**src/rtl/pipe_ctrl.sv**
```systemverilog
// Pipeline stall/flush controller: thermometer stall mask, timed flush FSM, stall watchdog.
// Optional performance counters are enabled with the PIPE_CTRL_PERF_EN macro.
module pipe_ctrl #(
  parameter int unsigned STAGES     = 6,
  parameter int unsigned FLUSH_LEN  = 1,
  parameter int unsigned WDOG_LIMIT = 1023
) (
  input  logic              clk,
  input  logic              rst,
  input  logic [STAGES-1:0] stall_req,
  input  logic              flush_req,
  input  logic [31:0]       flush_pc,
  output logic [STAGES-1:0] stall,
  output logic              flush,
  output logic [31:0]       new_pc,
  output logic              timeout,
  output logic [31:0]       stall_cycles,
  output logic [15:0]       flush_count
);

  localparam int unsigned CW = $clog2(FLUSH_LEN + 1);
  localparam int unsigned WW = $clog2(WDOG_LIMIT + 1);

  typedef enum logic {IDLE, FLUSH} state_t;

  state_t          state_q, state_d;
  logic [CW-1:0]   cnt_q, cnt_d;
  logic [31:0]     new_pc_q, new_pc_d;
  logic [WW-1:0]   wd_q, wd_d;
  logic            timeout_q, timeout_d;
  logic            accept;
  logic            stall_any;
  logic [STAGES-1:0] stall_mask;

  // A stage stalls if it or any later stage requests a stall.
  always_comb begin
    logic seen;
    seen       = 1'b0;
    stall_mask = '0;
    for (int unsigned k = 0; k < STAGES; k++) begin
      seen = seen | stall_req[STAGES-1-k];
      stall_mask[STAGES-1-k] = seen;
    end
  end

  assign stall     = (rst || state_q == FLUSH || flush_req) ? '0 : stall_mask;
  assign stall_any = |stall;
  assign accept    = (state_q == IDLE) && flush_req;

  always_comb begin
    state_d  = state_q;
    cnt_d    = cnt_q;
    new_pc_d = new_pc_q;
    case (state_q)
      IDLE: begin
        if (flush_req) begin
          state_d  = FLUSH;
          cnt_d    = CW'(FLUSH_LEN);
          new_pc_d = flush_pc;
        end
      end
      FLUSH: begin
        cnt_d = cnt_q - CW'(1);
        if (cnt_q == CW'(1)) state_d = IDLE;
      end
      default: state_d = IDLE;
    endcase

    if (!stall_any)                   wd_d = '0;
    else if (wd_q == WW'(WDOG_LIMIT)) wd_d = wd_q;
    else                              wd_d = wd_q + WW'(1);

    // Accepting a flush clears the sticky flag ahead of any set.
    if (accept) timeout_d = 1'b0;
    else        timeout_d = timeout_q | (stall_any && wd_d == WW'(WDOG_LIMIT));
  end

  always_ff @(posedge clk) begin
    if (rst) begin
      state_q   <= IDLE;
      cnt_q     <= '0;
      new_pc_q  <= '0;
      wd_q      <= '0;
      timeout_q <= 1'b0;
    end else begin
      state_q   <= state_d;
      cnt_q     <= cnt_d;
      new_pc_q  <= new_pc_d;
      wd_q      <= wd_d;
      timeout_q <= timeout_d;
    end
  end

  assign flush   = (state_q == FLUSH);
  assign new_pc  = new_pc_q;
  assign timeout = timeout_q;

`ifdef PIPE_CTRL_PERF_EN
  logic [31:0] sc_q, sc_d;
  logic [15:0] fc_q, fc_d;

  always_comb begin
    sc_d = sc_q + {31'b0, stall[0]};
    fc_d = fc_q + {15'b0, accept};
  end

  always_ff @(posedge clk) begin
    if (rst) begin
      sc_q <= '0;
      fc_q <= '0;
    end else begin
      sc_q <= sc_d;
      fc_q <= fc_d;
    end
  end

  assign stall_cycles = sc_q;
  assign flush_count  = fc_q;
`else
  assign stall_cycles = '0;
  assign flush_count  = '0;
`endif

endmodule

```
**config.mk**
```make
export PLATFORM = sky130hd
export DESIGN_NAME = pipe_ctrl
export DESIGN_NICKNAME = d
export VERILOG_FILES = /design/src/rtl/pipe_ctrl.sv
export SDC_FILE = /design/constraint.sdc
export NUM_CORES = 1
export LEC_CHECK = 0
export ABC_CLOCK_PERIOD_IN_PS = 2000
export CAP_MARGIN = 20
export CORE_MARGIN = 2
export CORE_UTILIZATION = 35
export CTS_BUF_LIST = sky130_fd_sc_hd__clkbuf_2 sky130_fd_sc_hd__clkbuf_4 sky130_fd_sc_hd__clkbuf_8
export CTS_CLUSTER_DIAMETER = 30
export DETAILED_ROUTE_END_ITERATION = 10
export PLACE_DENSITY = 0.75
export SYNTH_ARGS = -nofsm -noshare
export SYNTH_HDL_FRONTEND = slang
export SYNTH_SLANG_ARGS = --single-unit
```
**constraint.sdc**
```tcl
create_clock -name clk -period 2 [get_ports clk]
set_input_delay 0.2 -clock clk [delete_from_list [all_inputs] [get_ports clk]]
set_output_delay 0.2 -clock clk [all_outputs]
set_load 0.005 [all_outputs]
```
==> After elaboration in Yosys (flattened, before gate mapping) <==
Index checks and enable logic that the tools add are counted.
W data, S select, Z words.
{ "totals": {"regBits": 45, "out_inout_bits": 88} }
{ "classes": {"n_addsub": 2, "eq_ne": 3, "n_mux": 8, "bitwise": 7, "n_reduce_logical": 7} }
{ "op_table": {"columns": ["cell", "n"], "rows": [
  ["$eq A10 B10 Y1 const B", 2],
  ["$mux W10", 2],
  ["$add A10 B1 Y10 const B", 1],
  ["$mux W6", 1],
  ["$or A1 B1 Y1", 6],
  ["$reduce_or A6 Y1", 1],
  ["$pmux W1 S2", 2],
  ["$mux W1", 3],
  ["$logic_and A1 B1 Y1", 2],
  ["$logic_or A1 B1 Y1", 2],
  ["$ne A2 B2 Y1 const B", 1],
  ["$reduce_and A2 Y1", 1],
  ["$reduce_or A2 Y1", 1],
  ["$not A1 Y1", 1],
  ["$sub A1 B1 Y1 const B", 1]
]} }

==> Depth between registers and ports, before layout <==
Gate-level depths: netlist of run 1.
{ "logic_depth": {"ltp_word": 11, "mapped_depth": 7, "mapped_depth_nobuf": 6} }

==> Least setup slack after synthesis of run 1 <==
No wires, ideal clock.
{ "synth_timing": {"path_kind": "register -> register", "startpoint": "reg wd_q[0]", "endpoint": "reg timeout_q (netlist: timeout)", "setup_time_ns": 0.084, "t_arrival_ns": 1.725, "slack_ns": 0.191, "path_stages_with_launch": 8, "path_buffers": 1, "path_cell_list": "dfxtp_1 ha_1 buf_2 and4_1 a21oi_1 nor3_4 or4b_1 o31ai_2"} }
{ "synth_via": {"elab_chain_len": 6, "word_cells_on_any_way": 7, "classes_between": "add/sub (1); eq/ne (2); mux (2); bitwise (1); reduce/logical (1)"} }
{ "synth_rtl": {"columns": ["element", "line_no", "text"], "rows": [
  ["from (decl)", "29", "logic [WW-1:0] wd_q, wd_d;"],
  ["from (signal assigned)", "89", "wd_q <= wd_d;"],
  ["$add A10 B1 Y10 / $eq A10 B10 Y1 (equally long branches)", "71, 70", null],
  ["$mux W10 (*)", "70", "else if (wd_q == WW'(WDOG_LIMIT)) wd_d = wd_q;"],
  ["$mux W10 (*)", "69", "if (!stall_any) wd_d = '0;"],
  ["$eq A10 B10 Y1 (*)", "75", "else timeout_d = timeout_q | (stall_any && wd_d == WW'(WDOG_LIMIT));"],
  ["$logic_and A1 B1 Y1 (*)", "75", null],
  ["$or A1 B1 Y1 (*)", "75", null],
  ["to (signal assigned)", "90", "timeout_q <= timeout_d;"],
  ["to (decl)", "30", "logic timeout_q, timeout_d;"]
]} }
Every way passes the cells marked *; elsewhere a longest branch is shown, timed or not.
A chain may end at the register's enable or synchronous reset.

==> Worst setup path in the final report of run 1 <==
{ "layout_timing": {"startpoint": "in stall_req[2]", "endpoint": "out stall[0]"} }
{ "layout_via": {"elab_chain_len": 4} }
{ "layout_rtl": {"columns": ["element", "line_no", "text"], "rows": [
  ["from (decl)", "10", "input logic [STAGES-1:0] stall_req,"],
  ["$or A1 B1 Y1 (3 in series)", "41", "seen = seen | stall_req[STAGES-1-k];"],
  ["$mux W6", "46", "assign stall = (rst || state_q == FLUSH || flush_req) ? '0 : stall_mask;"],
  ["to (decl)", "13", "output logic [STAGES-1:0] stall,"]
]} }
Every way passes these cells.

==> results of run 1 <==
## synthesized netlist by cell type
cell | n | share of area
nand3_1 | 5 | 0.011
or4b_1 | 1 | 0.0045
or3_1 | 1 | 0.0028
conb_1 | 1 | 0.0017
o31ai_1 | 1 | 0.0033
nor2b_1 | 1 | 0.0028
a21bo_2 | 1 | 0.0045
nand4b_1 | 1 | 0.0039
nor4_1 | 1 | 0.0028
dfxtp_1 | 45 | 0.40
o211a_1 | 1 | 0.0045
nand4_1 | 6 | 0.017
nor2_1 | 16 | 0.027
buf_4 | 49 | 0.16
a21o_1 | 1 | 0.0033
nand2b_1 | 3 | 0.0084
buf_2 | 4 | 0.0089
o21ai_0 | 2 | 0.0045
mux2i_1 | 2 | 0.0089
a21oi_1 | 35 | 0.078
clkbuf_1 | 11 | 0.018
and3_1 | 2 | 0.0056
o22ai_1 | 1 | 0.0028
xnor2_1 | 1 | 0.0039
inv_1 | 2 | 0.0033
buf_6 | 1 | 0.0050
a31oi_1 | 3 | 0.0084
or4_1 | 1 | 0.0033
o31ai_4 | 1 | 0.0095
ha_1 | 1 | 0.0056
nor3_1 | 5 | 0.011
nor3_4 | 2 | 0.015
o211ai_1 | 1 | 0.0033
and4_1 | 2 | 0.0078
a211oi_1 | 1 | 0.0033
o31ai_2 | 1 | 0.0056
nand2_1 | 70 | 0.12
and2_1 | 3 | 0.0084
## per-stage QoR
stage	power, µW	area (µm²)
2_1_floorplan	1190	2420
3_5_place_dp	1340	2970
6_report	2120	3120
4_1_cts	2150	3110
3_3_place_gp	1330	2970
5_1_grt	2220	3120
## tightest hold or removal path, cell delays in order
cell,delay [ps]
clkdlybuf4s50_1,390
nand2_1,50
a21oi_1,50
## state kept, by name (all words and copies together) (netlist names)
| register | cells |
|---|---|
| new_pc | 32 |
| flush | 1 |
| timeout | 1 |
| cnt_q | 1 |
| wd_q | 10 |
## repair_timing
| item | in CTS | in global routing |
|---|---|---|
| pin swaps | 2 | 0 |
| buffers inserted | 1 | 0 |
| gates resized for setup | 6 | 3 |
| setup endpoints to repair | 6 | 3 |
## worst max-delay path by stage
| stage | from | end | slack (ps) | cells past startpoint |
|---|---|---|---|---|
| 5_1_grt | flush_req | stall[4] | 6 | 4 |
| 3_5_place_dp | stall_req[5] | stall[0] | -320 | 5 |
| 2_1_floorplan | wd_q[0] | timeout | 190 | 7 |
| 3_3_place_gp | stall_req[5] | stall[0] | -270 | 5 |
| 6_report | stall_req[2] | stall[0] | 50 | 5 |
| 4_1_cts | flush | stall[4] | 10 | 3 |
## final cells by class
class	count	area share
Multi-Input combinational cell	221	0.347
Sequential cell	45	0.290
Timing Repair Buffer	93	0.286
Tap cell	77	0.0309
Clock buffer	5	0.0221
Clock inverter	3	0.0209
Inverter	2	0.00241
## per-layer routing
metal,GRT usage,routed length (µm),part of all wire
met4,0.0308,18,0.0035
met3,0.0564,425,0.084
met1,0.166,2080,0.41
met5,0,0,0
met2,0.241,2550,0.50
## power by group through the flow
stage               Combinational [µW]  Sequential, µW  Clock [µW]
floorplan                          200             991           0
global placement                   344             987           0
detailed placement                 348             989           0
CTS                                349             969         832
global route                       382             976         866
finish                             347             969         804
## cell families after synthesis
logic type / count (synthesis) / share of synthesized area
xor+xnor: 1 / 0.00390
fa+ha+maj: 1 / 0.00558
compound gates: 49 / 0.131
other cells: 1 / 0.00167
simple gates: 120 / 0.248
buf+inv: 67 / 0.200
mux: 2 / 0.00892
flops: 45 / 0.402
==> summary.md, run 1 <==
| Metric | Value |
|---|---|
| Run status | complete, but fails checks |
| Failing checks | design-rule violations |
| Number of synthesized register bits | 45 |
| DR vias/cell | 4.49 |
| YS warnings | 0 |
| Largest net degree at the start of global routing | 33 |
| Global-route wire length before repair | 8.24 mm |
| Final std cells w/o fill | 446 |
| Area of the core | 6280 µm² |
| Worst EP arrival | 1750 ps |
| Fin. Hold Viols | 0 |
| Final worst slack | 46.1 ps |
| CTS clk-pin slew, worst paths | 90 ps |
| Area of the multi-input gates | 1080 µm² |
| Worst EP required | 1800 ps |
| Die width | 84.1 µm |
| Final setup vio count | 0 |
| Hold Path Depth | 3 |
| Clk sinks | 45 |
| Crit end category | output port |
| NetSw | 483 µW |
| Net Sw Frac | 0.228 |
| RSZ-0062 raised after global routing | no |
| Diode count | 0 |
| GPL Wtd Cong | 0.872 |
| VDD IR max | 457 µV |
| Sequential fraction of the synthesis area | 0.402 |
| Worst R2R End | timeout |
| Critical path's largest stage delay | 560 ps |
| Reg2Reg Launch Point | wd_q[1] |
| Critical path, cell by cell | clkdlybuf4s50_1, or4_4, o31ai_4, inv_1, dlygate4sd2_1 |
| Setup_tns | 0 ps |
| Tcrit/Tclk final | 0.977 |
| Crit-path max FO | 2 |
| Max clock buf depth | 2 |
| Number of global-route vias before repair | 1825 |
| Startpoint Class | input port |
| Period minus WS final | 1950 ps |
| Reg-to-reg slack, setup | 140 ps |
| Die Outline Area | 7070 µm² |
| Grt ovf | 0 |
| Gr usage total | 0.141 |
| Skew-Pair Late Insertion Delay | 290 ps |
| Routed wire per std cell | 11.4 µm |
| CTS buffer count | 5 |
| Initial DRC count | 55 |
| Area delta synth->final | 38.9% |
| HPWL after DPL | 3.78 mm |
| Synth Cell Area | 2240 µm² |
| Most frequent cells in the layout | 75 x clkdlybuf4s50_1, 70 x nand2_1, 48 x conb_1, 43 x dfxtp_1, 35 x a21oi_1 |
| WHS Endpoint | new_pc[26] |
| Share of post-route cells with drive strength above 1 | 0.0840 |
| DP Worst Slack | -316 ps |
| Hold Slack | 442 ps |
| Fill cells | 616 |
| P_leak | 0.00125 µW |
| Comb pwr share | 0.164 |
| Antenna-violating nets left | 0 |
| Hold/Removal Path Class | input port to flop |
| Critical-path top delay cell | or4_4 |
| Nets | 410 |
| Hold Startpoint | flush_pc[26] |
| Clock Skew | 10.1 ps |
| Commonest non-fill, non-tap cell in the layout | clkdlybuf4s50_1 |
| Inst Count DP | 437 |
| Register Area | 903 µm² |
| Drc violations | 1 |
| # rows | 29 |
| Total of max-cap violations | 0 |
| Critical path class | input port to output port |
| # IOs | 129 |
| PwrDens | 680 nW/µm² |
| Fmax | 512 MHz |
| R2r worst-path depth | 7 |
| Clk pwr share | 0.379 |
| Buf/Inv on CP | 3 |
| H-tree Lvls | 2 |
| Initial antenna violation count | 0 |
| Routed vias | 2002 |
| Flop pwr share | 0.457 |
| Clock root cell | clkbuf_8 |
| Syn_area_per_cell | 7.84 µm² |
| # port buffers | 80 |
| CTS tree | yes |
| Final wirelength | 5.08 mm |
| Die Y | 84.1 µm |
| Cell variety after synth | 38 |
| Final Util | 0.496 |
| CTS Hold Bufs | 0 |
| Syn Inst Count | 286 |
| Internal power | 1640 µW |
| Slew Limit Fails | 0 |
| Starting Density | 0.357 |
| Top delay family on crit path | buffers and inverters |
| Drt first pass iters | 7 |
No activity file was read; power rests on OpenSTA's default activity.
==> inputs of run 2 (changes only) <==
- RECOVER_POWER: unset -> 50
==> summary.md, run 2 (synthesis gave the netlist of run 1 again) <==
| Metric | Value |
|---|---|
| Initial DRC count | 56 |
| P_leak | 0.00133 µW |
| Diode count | 0 |
| Crit end category | output port |
| Area of the core | 6280 µm² |
| DR vias/cell | 4.50 |
| Routed vias | 2006 |
| Drc violations | 0 |
| WHS Endpoint | new_pc[26] |
| Worst R2R End | timeout |
| Initial antenna violation count | 0 |
| Final wirelength | 5.08 mm |
| Worst EP arrival | 1750 ps |
| HPWL after DPL | 3.78 mm |
| Fmax | 512 MHz |
| Die width | 84.1 µm |
| Nets | 410 |
| Register Area | 903 µm² |
| Slew @ Worst Pin | 661 ps |
| Starting Density | 0.357 |
| Relative slew slack | 0.559 |
| Hold/Removal Path Class | input port to flop |
| PwrDens | 676 nW/µm² |
| Slew Limit Fails | 0 |
| Drt first pass iters | 4 |
| Routed wire per std cell | 11.4 µm |
| Skew-Pair Late Insertion Delay | 290 ps |
| Fill cells | 618 |
| CTS clk-pin slew, worst paths | 90 ps |
| Die Outline Area | 7070 µm² |
| Largest net degree at the start of global routing | 33 |
| Clock root cell | clkbuf_8 |
| H-tree Lvls | 2 |
| CTS tree | yes |
| Inst Count DP | 437 |
| Hold Path Depth | 3 |
| CTS Hold Bufs | 0 |
| Setup_tns | 0 ps |
| RSZ-0062 raised after global routing | no |
| Grt ovf | 0 |
| Area delta synth->final | 38.7% |
| Total of max-cap violations | 0 |
| Area of the multi-input gates | 1080 µm² |
| Final setup vio count | 0 |
| Startpoint Class | input port |
| Clock Skew | 9.95 ps |
| Antenna-violating nets left | 0 |
| CTS buffer count | 5 |
| VDD IR max | 454 µV |
| Commonest non-fill, non-tap cell in the layout | nand2_1 |
| Most frequent cells in the layout | 70 x nand2_1, 48 x conb_1, 47 x clkdlybuf4s50_1, 43 x dfxtp_1, 35 x a21oi_1 |
| GPL Wtd Cong | 0.872 |
| Number of flip-flops in the largest register | 32 |
| Worst EP required | 1800 ps |
| Die Y | 84.1 µm |
| Gr usage total | 0.141 |
| Reg2Reg Launch Point | wd_q[1] |
| Critical path class | input port to output port |
| Final std cells w/o fill | 446 |
| Fin. Hold Viols | 0 |
| Hold Startpoint | flush_pc[26] |
| Max clock buf depth | 2 |
| Run status | finished, final reports clean |
| Crit-path max FO | 2 |
| R2r worst-path depth | 7 |
| Global-route wire length before repair | 8.24 mm |
| Period minus WS final | 1950 ps |
| Number of global-route vias before repair | 1825 |
| # IOs | 129 |
| # rows | 29 |
| # port buffers | 80 |
| Clk sinks | 45 |
| Share of post-route cells with drive strength above 1 | 0.0813 |
| Reg-to-reg slack, setup | 140 ps |
| Tcrit/Tclk final | 0.977 |
[run 2: cell types whose count changed in the layout (fill, tap and decap cells not counted), sizes merged]
| cell | change |
|---|---|
| buf | -1 |
| clkdlybuf4s50 | -28 |
| clkbuf | +1 |
| dlygate4sd3 | +28 |
[run 2: per-layer routing]
metal	GRT usage	wire length, µm	vias up
met3	0.0564	416	2
met4	0.0308	18	0
li1	-	-	1014
met5	0	0	-
met2	0.241	2550	85
met1	0.166	2090	905
[run 2: repair_timing]
action                                  4_1_cts  5_1_grt
setup buffers                                 1        0
endpoints found under the hold margin         0        0
pin swaps                                     2        0
endpoints found under the setup margin        6        3
gates resized for setup                       6        3
[run 2: power breakdown]
group / internal [µW] / switching [µW]
clock: 496 / 308
sequential: 942 / 25.0
combinational: 184 / 149
total: 1620 / 482
[run 2: cell type report]
cell class | count | share of cell area
Clock inverter | 3 | 0.0209
Multi-Input combinational cell | 221 | 0.347
Sequential cell | 45 | 0.290
Inverter | 2 | 0.00241
Clock buffer | 5 | 0.0221
Tap cell | 77 | 0.0310
Timing Repair Buffer | 93 | 0.286
[run 2: how the worst max path moves through the flow]
stage,startpoint,endpoint,slack [ps]
finish,stall_req[2],stall[0],50
global route,flush_req,stall[4],6
CTS,flush,stall[4],10
detailed placement,stall_req[5],stall[0],-320
global placement,stall_req[5],stall[0],-270
floorplan,wd_q[0],timeout,190
[run 2: critical path, stage by stage]
cell and delay (ps):
clkdlybuf4s50_1 410, or4_4 560, o31ai_4 240, inv_1 80, dlygate4sd2_1 270
[run 2: metrics by stage]
| stage | hold WS, ps | cell area, µm² | utilization | power (µW) | setup slack (ps) |
|---|---|---|---|---|---|
| 6_report | 442 | 3110 | 0.496 | 2100 | 46.7 |
| 5_1_grt | 438 | 3110 | 0.496 | 2210 | 5.64 |
| 4_1_cts | 428 | 3110 | 0.495 | 2150 | 10.4 |
| 3_5_place_dp | 443 | 2970 | 0.473 | 1340 | -316 |
| 3_3_place_gp | 425 | 2970 | 0.473 | 1330 | -267 |
| 2_1_floorplan | 334 | 2420 | - | 1190 | 191 |
==> inputs of run 3 (changes only) <==
- SKIP_CTS_REPAIR_TIMING: unset -> 1
==> summary.md, run 3 (synthesis gave the netlist of run 1 again) <==
| Metric | Value |
|---|---|
| Run status | finished, final reports clean |
| Inst Count DP | 437 |
| DR vias/cell | 4.50 |
| Startpoint Class | input port |
| Fmax | 518 MHz |
| GPL Wtd Cong | 0.872 |
| Fill cells | 616 |
| VDD IR max | 454 µV |
| Hold/Removal Path Class | input port to flop |
| Diode count | 0 |
| Drc violations | 0 |
| Area delta synth->final | 39.8% |
| Die Outline Area | 7070 µm² |
| Area of the multi-input gates | 1080 µm² |
| Initial DRC count | 69 |
| Clk sinks | 45 |
| Final wirelength | 5.17 mm |
| Crit end category | output port |
| Reg2Reg Launch Point | wd_q[1] |
| CTS tree | yes |
| PwrDens | 672 nW/µm² |
| Critical path class | input port to output port |
| Largest net degree at the start of global routing | 33 |
| # IOs | 129 |
| Initial antenna violation count | 0 |
| R2r worst-path depth | 7 |
| CTS clk-pin slew, worst paths | 80 ps |
| Drt first pass iters | 4 |
| Worst EP required | 1800 ps |
| Tcrit/Tclk final | 0.965 |
| Clock Skew | 10.0 ps |
| Register Area | 903 µm² |
| Gr usage total | 0.140 |
| Routed vias | 2011 |
| Worst EP arrival | 1730 ps |
| Total of max-cap violations | 0 |
| Number of flip-flops in the largest register | 32 |
| Period minus WS final | 1930 ps |
| Max clock buf depth | 2 |
| Hold Path Depth | 3 |
| # rows | 29 |
| Crit-path max FO | 4 |
| Final std cells w/o fill | 447 |
| Die Y | 84.1 µm |
| RSZ-0062 raised after global routing | no |
| WHS Endpoint | new_pc[7] |
| H-tree Lvls | 2 |
| Commonest non-fill, non-tap cell in the layout | nand2_1 |
| Reg-to-reg slack, setup | 140 ps |
| Die width | 84.1 µm |
| CTS buffer count | 5 |
| Starting Density | 0.357 |
| Area after DPL | 2970 µm² |
| Skew-Pair Late Insertion Delay | 290 ps |
| Grt ovf | 0 |
| HPWL after DPL | 3.78 mm |
| Worst R2R End | timeout |
| Area of the core | 6280 µm² |
| Fin. Hold Viols | 0 |
| Most frequent cells in the layout | 70 x nand2_1, 48 x conb_1, 47 x clkdlybuf4s50_1, 43 x dfxtp_1, 35 x a21oi_1 |
| Relative slew slack | 0.556 |
| # port buffers | 80 |
| Routed wire per std cell | 11.6 µm |
| Global-route wire length before repair | 8.18 mm |
| Final setup vio count | 0 |
| Hold Startpoint | rst |
| Antenna-violating nets left | 0 |
| Nets | 411 |
| Slew @ Worst Pin | 666 ps |
| P_leak | 0.00138 µW |
| Number of global-route vias before repair | 1819 |
| Slew Limit Fails | 0 |
| Share of post-route cells with drive strength above 1 | 0.0838 |
| Clock root cell | clkbuf_8 |
| Final instance area | 3140 µm² |
run 3: changes by cell type in the layout (fill, tap and decap cells not counted):
cell | previous run | this run
dlymetal6s2s_1 | 0 | 5
buf_4 | 12 | 13
dlygate4sd2_1 | 5 | 0
run 3: worst max path at each step:
stage            startpoint        to  slack, ps  cells past startpoint
3_5_place_dp   stall_req[5]  stall[0]       -320                      5
3_3_place_gp   stall_req[5]  stall[0]       -270                      5
5_1_grt           flush_req  stall[4]          6                      4
2_1_floorplan       wd_q[0]   timeout        190                      7
6_report          flush_req  stall[4]         70                      4
4_1_cts        stall_req[5]  stall[0]       -320                      5
run 3: worst max-delay path: stages:
cell	delay (ps)
clkdlybuf4s50_1	510
or3_4	380
nor2_1	120
clkdlybuf4s50_1	520
run 3: per-stage QoR:
stage / total power [µW] / setup WS, ps / hold slack (ps) / utilization / TNS, ps
finish: 2110 / 70.6 / 406 / 0.500 / 0
CTS: 2150 / -319 / 428 / 0.494 / -772
global placement: 1330 / -267 / 425 / 0.473 / -726
floorplan: 1190 / 191 / 334 / - / 0
detailed placement: 1340 / -316 / 443 / 0.473 / -903
global route: 2210 / 5.62 / 418 / 0.500 / 0
run 3: layout make-up:
class	count	share of cell area
Multi-Input combinational cell	221	0.344
Sequential cell	45	0.288
Tap cell	77	0.0307
Clock buffer	5	0.0219
Clock inverter	3	0.0207
Timing Repair Buffer	94	0.292
Inverter	2	0.00239
run 3: routing by layer:
metal | up-vias | GRT usage | wire [µm]
met5 | - | 0 | 0
met4 | 0 | 0.0308 | 18
met3 | 2 | 0.0564 | 408
met2 | 78 | 0.239 | 2640
met1 | 915 | 0.165 | 2100
li1 | 1016 | - | -
run 3: where the power goes:
| part | internal (µW) | switching, µW | leakage [µW] |
|---|---|---|---|
| logic | 188 | 151 | 0.000945 |
| clock network | 496 | 307 | 0.0000681 |
| registers | 942 | 25.0 | 0.000369 |
| total | 1630 | 483 | 0.00138 |
